--- src/rtl/pipe_sequencer.sv ---
// Stall/flush sequencer for the 5-stage pipeline: load-use bubbles, branch flushes,
// mul/div interlock and syscall halt drain/resume, plus statistics counters.
module pipe_sequencer #(
    parameter int MD_LAT = 4,
    parameter int CNT_W  = 32
) (
    input  logic             clk,
    input  logic             rst,
    input  logic             bubble,
    input  logic             branch_taken,
    input  logic             md_start_ex,
    input  logic             md_use_id,
    input  logic             halt_id,
    input  logic             go,
    output logic             pc_en,
    output logic             ifid_en,
    output logic             ifid_clr,
    output logic             idex_en,
    output logic             idex_clr,
    output logic             exmem_en,
    output logic             memwb_en,
    output logic             md_busy,
    output logic             halted,
    output logic [CNT_W-1:0] cycle_cnt,
    output logic [CNT_W-1:0] stall_cnt,
    output logic [CNT_W-1:0] flush_cnt
);

    typedef enum logic [1:0] {
        RUN   = 2'd0,
        DRAIN = 2'd1,
        HALT  = 2'd2
    } state_t;

    localparam logic [3:0] MD_LAT_V = 4'(MD_LAT);

    state_t           state_reg, state_next;
    logic [1:0]       dc_reg, dc_next;
    logic [3:0]       mdc_reg;
    logic [CNT_W-1:0] cycle_cnt_reg, stall_cnt_reg, flush_cnt_reg;
    logic             stall_evt, flush_evt;
    logic             md_stall;

    assign md_busy  = (mdc_reg != 4'd0);
    assign md_stall = md_use_id & md_busy;

    always_comb begin
        state_next = state_reg;
        dc_next    = dc_reg;
        pc_en      = 1'b1;
        ifid_en    = 1'b1;
        ifid_clr   = 1'b0;
        idex_en    = 1'b1;
        idex_clr   = 1'b0;
        exmem_en   = 1'b1;
        memwb_en   = 1'b1;
        halted     = 1'b0;
        stall_evt  = 1'b0;
        flush_evt  = 1'b0;

        unique case (state_reg)
            RUN: begin
                // A taken branch squashes ID, so anything ID asked for is wrong-path.
                if (branch_taken) begin
                    ifid_clr  = 1'b1;
                    idex_clr  = 1'b1;
                    flush_evt = 1'b1;
                end else if (bubble || md_stall) begin
                    pc_en     = 1'b0;
                    ifid_en   = 1'b0;
                    idex_clr  = 1'b1;
                    stall_evt = 1'b1;
                end else if (halt_id) begin
                    pc_en      = 1'b0;
                    ifid_clr   = 1'b1;
                    dc_next    = 2'd2;
                    state_next = DRAIN;
                end
            end
            DRAIN: begin
                pc_en    = 1'b0;
                ifid_clr = 1'b1;
                if (dc_reg != 2'd0) begin
                    dc_next = dc_reg - 2'd1;
                end else begin
                    state_next = HALT;
                end
            end
            HALT: begin
                pc_en    = 1'b0;
                ifid_en  = 1'b0;
                idex_en  = 1'b0;
                exmem_en = 1'b0;
                memwb_en = 1'b0;
                halted   = 1'b1;
                if (go) begin
                    state_next = RUN;
                end
            end
            default: begin
                state_next = RUN;
            end
        endcase

        if (rst) begin
            pc_en     = 1'b0;
            ifid_en   = 1'b0;
            ifid_clr  = 1'b0;
            idex_en   = 1'b0;
            idex_clr  = 1'b0;
            exmem_en  = 1'b0;
            memwb_en  = 1'b0;
            halted    = 1'b0;
            stall_evt = 1'b0;
            flush_evt = 1'b0;
        end
    end

    always_ff @(posedge clk) begin
        if (rst) begin
            state_reg     <= RUN;
            dc_reg        <= 2'd0;
            mdc_reg       <= 4'd0;
            cycle_cnt_reg <= '0;
            stall_cnt_reg <= '0;
            flush_cnt_reg <= '0;
        end else begin
            state_reg <= state_next;
            dc_reg    <= dc_next;
            // A start while busy simply restarts the countdown.
            if (md_start_ex) begin
                mdc_reg <= MD_LAT_V;
            end else if (mdc_reg != 4'd0) begin
                mdc_reg <= mdc_reg - 4'd1;
            end
            if (state_reg != HALT) begin
                cycle_cnt_reg <= cycle_cnt_reg + CNT_W'(1);
            end
            if (stall_evt) begin
                stall_cnt_reg <= stall_cnt_reg + CNT_W'(1);
            end
            if (flush_evt) begin
                flush_cnt_reg <= flush_cnt_reg + CNT_W'(1);
            end
        end
    end

    assign cycle_cnt = cycle_cnt_reg;
    assign stall_cnt = stall_cnt_reg;
    assign flush_cnt = flush_cnt_reg;

endmodule

--- config.mk ---
export PLATFORM = sky130hd
export DESIGN_NAME = pipe_sequencer
export DESIGN_NICKNAME = d
export VERILOG_FILES = /design/src/rtl/pipe_sequencer.sv
export SDC_FILE = /design/constraint.sdc
export NUM_CORES = 1
export LEC_CHECK = 0
export CORE_ASPECT_RATIO = 1.25
export CORE_MARGIN = 4
export CORE_UTILIZATION = 40
export CTS_BUF_LIST = sky130_fd_sc_hd__clkbuf_8 sky130_fd_sc_hd__clkbuf_16
export DETAILED_ROUTE_END_ITERATION = 10
export DONT_BUFFER_PORTS = 1
export PLACE_DENSITY_LB_ADDON = 0.05
export SETUP_SLACK_MARGIN = 0.5
export SLEW_MARGIN = 5
export SYNTH_ARGS = -nofsm -noshare
export SYNTH_HDL_FRONTEND = slang
export SYNTH_SLANG_ARGS = --single-unit
export TNS_END_PERCENT = 5
--- constraint.sdc ---
create_clock -name clk -period 2.55 [get_ports clk]
set_clock_uncertainty 0.15 [all_clocks]
set_input_delay 0.255 -clock clk [delete_from_list [all_inputs] [get_ports clk]]
set_output_delay 0.255 -clock clk [all_outputs]
set_load 0.03 [all_outputs]
==> flow_metrics.tcl, run 1 <==
set metrics [dict create \
    synth_cell_types 45 \
    violations "hold timing" \
    p_leak_nw 2.287 \
    worstSetupStartpointType "flip-flop" \
    dr_total_vias 4597 \
    fin_nets 713 \
    critPathCaptureType "flip-flop" \
    post_drt_via_cell_ratio 5.321 \
    ant_nets 0 \
    hp-class "in -> reg" \
    finalHoldViolCount 95 \
    die_w_um 107.7 \
    yosysSeqAreaShare 0.4186 \
    max-clock-path-buffers 2 \
    die_area_um2 14290 \
    crit_type "reg -> reg" \
    hpwl_um 9095 \
    power_density_nw_per_um2 594.4 \
    dr.pass1.iters 4 \
    hold_ws_ps -179.1 \
    die_y_um 132.7 \
    finalPower_mw 3.829 \
    portBuffers 0 \
    endpoint "stall_cnt[28]" \
    reg2reg_depth 5 \
    rows 45 \
    maxCapViolations 0 \
    worstPathRequired_ps 2680 \
    reg2reg_from "stall_cnt[9]" \
    dp.cells 821 \
    syn_inst 600 \
    ys_warn_count 0 \
    cts_root_buffer "clkbuf_16" \
    instances_no_fill 864 \
    synthArstFlopShare 0 \
    area_growth_pct 29.51 \
    grt_pass1_wl_um 21670 \
    tns_ps 0 \
    slowest_stage "or4_4" \
    worst_slew_pin_slew_ps 555.0 \
    crit_path_start "stall_cnt[9]" \
    holdBufCountCts 10 \
    ios 113 \
    start_util 0.4090 \
    crit_fanout 6 \
    finalWirelength_um 13150 \
    drive_gt1_frac 0.2400 \
    min_period_ps 2373 \
    rsz0062_at_grt "yes" \
    synth_nets 617 \
    synth_edf_count 0 \
    gp_congestion 0.7850 \
    path_buf_inv 0 \
    slew_viol_final 0 \
    grt_max_degree 121 \
    max_freq_ghz 0.4214 \
    grt_antenna_before_repair 0 \
    antennaDiodeCount 0 \
    numCtsBuffers 9 \
    maxSlewHeadroom 0.6286 \
    ir_drop_uv 283.8 \
    netlist_area_um2 4974 \
    grt_overflow 0 \
    drt_iter0_markers 222 \
    cts.sinks 104 \
    worst-path-stages 5 \
    synth_ff_type "dfxtp_1" \
    grt_pass1_vias 4398 \
    min_period_over_period 0.9305 \
    crit_chain "nand3_4 > or4_4 > or3_4 > or4_1 > a21oi_1" \
    grtUsageTotal 0.1850 \
    arrival_ps 2500 \
    drc 0 \
    slowest_delay_ps 550 \
    status "finished with violations" \
    path_delay_family "simple AND/OR/NAND/NOR gates" \
    insertion_delay_ps 350 \
    finalSetupViolCount 0 \
    ys_ff_latch 104 \
    path_clk_slew_ps 70 \
    htree_levels 3 \
    r2r_end "stall_cnt[28]" \
    synth.avg_cell_area_um2 8.289 \
    r2r_slack_ps 180 \
    core_area_um2 12160 \
    post_drt_wl_per_cell_um 15.22 \
    cts_tree "done" \
]
## layout by cell type, fill, tap and decap left out, types with 4 or more instances in the layout
cell            n
a21oi_1        24
a21oi_2         4
and2_1          5
and3_1          9
and4_1          9
buf_4          99
clkbuf_16       9
dfxtp_1        87
dfxtp_2        12
dfxtp_4         5
dlygate4sd3_1  10
ha_1            7
inv_1          24
inv_2           4
mux2i_1         4
nand2_1        38
nand3_1        29
nand4_1        22
nor2_1         91
nor3_1         18
nor4_1         19
nor4b_1         5
o21ai_0        17
o31ai_1         6
or3_1          14
or3_4           5
or4_1           6
or4_4           5
xnor2_1        52
xor2_1         21
## cell usage after synthesis (all sizes together), types with 4 or more instances
cell type / instances / area (um2)
o31ai: 6 / 45.04
or4: 11 / 82.58
mux2i: 4 / 40.04
and3: 9 / 56.30
xnor2: 52 / 455.4
and2: 5 / 31.28
and4: 9 / 78.83
dfxtp: 104 / 2082
nor4b: 6 / 52.55
nand3: 30 / 150.1
a21oi: 29 / 145.1
nor3: 18 / 90.09
buf: 5 / 27.52
inv: 25 / 93.84
clkbuf: 23 / 87.58
o21ai: 17 / 85.08
nand4: 22 / 137.6
or3: 18 / 117.6
nand2b: 4 / 25.02
nand2: 39 / 148.9
nor4: 19 / 118.9
xor2: 21 / 183.9
nor2b: 4 / 25.02
nor2: 93 / 349.1
ha: 9 / 112.6
## logic make-up (layout without fill, tap and decap cells)
family	Yosys count	after routing	share of synthesized area
AO/OA/AOI/OAI	59	59	0.06616
buffers and inverters	53	152	0.04201
multiplexers	4	4	0.008051
adder cells (fa/ha/maj)	9	9	0.02264
flip-flops	104	104	0.4186
AND/OR/NAND/NOR	298	299	0.3140
XOR/XNOR	73	73	0.1286
## where the power goes
group,total [mW],leakage (nW),switching (mW),internal [mW]
clock network,1.31,0.148,0.584,0.727
logic,0.792,1.29,0.436,0.356
registers,1.73,0.849,0.0420,1.68
total,3.83,2.29,1.06,2.77
## layout make-up
cell class / instances / area [um2]
repair buffers: 112 / 877.1
clock buffers: 12 / 266.5
multi-input cells: 444 / 2872
inverters: 25 / 93.84
well taps: 164 / 205.2
flip-flops and latches: 104 / 2116
clock inverters: 3 / 11.26
fillers: 1192 / 5720
## worst min-delay path by stage
stage,endpoint,cells after the start,startpoint
finish,flush_cnt[27],1,rst
global route,flush_cnt[27],1,rst
CTS,stall_cnt[1],1,rst
detailed placement,stall_cnt[1],1,rst
global placement,stall_cnt[1],1,rst
floorplan,mdc_reg[0],1,md_start_ex
## per-layer routing
| layer | up-vias | GRT usage | routed length [um] |
|---|---|---|---|
| li1 | 2282 | - | - |
| met1 | 2184 | 0.2192 | 5288 |
| met2 | 115 | 0.3133 | 6694 |
| met3 | 16 | 0.05271 | 917 |
| met4 | 0 | 0.07228 | 247 |
| met5 | - | 0 | 0 |
## through the flow
step / instance area, um2 / worst slack (ps) / utilization
2_1_floorplan: 5046 / 184.1 / -
3_3_place_gp: 5769 / 138.8 / 0.4744
3_5_place_dp: 5769 / 65.34 / 0.4744
4_1_cts: 6355 / 185.2 / 0.5225
5_1_grt: 6441 / 110.8 / 0.5296
6_report: 6441 / 177.2 / 0.5296
## worst register-to-register path, delay by kind of cell (launching register included)
| kind | cells | cell delay (ps) |
|---|---|---|
| simple gates | 4 | 1580 |
| flops | 1 | 430 |
| compound gates | 1 | 150 |
## what timing repair did
action | in CTS | in global routing
hold endpoints to repair | 104 | 96
gates cloned | 1 | 0
setup endpoints to repair | 64 | 71
pin swaps | 10 | 10
setup buffers | 15 | 2
resized for setup | 23 | 15
Note: power is estimated with default switching activity, not from simulation.
==> inputs of run 2 (changes only) <==
Settings changed: CAP_MARGIN set to 25.
==> results of run 2 <==
Final layout, timing and power as in run 1 (identical DEF).
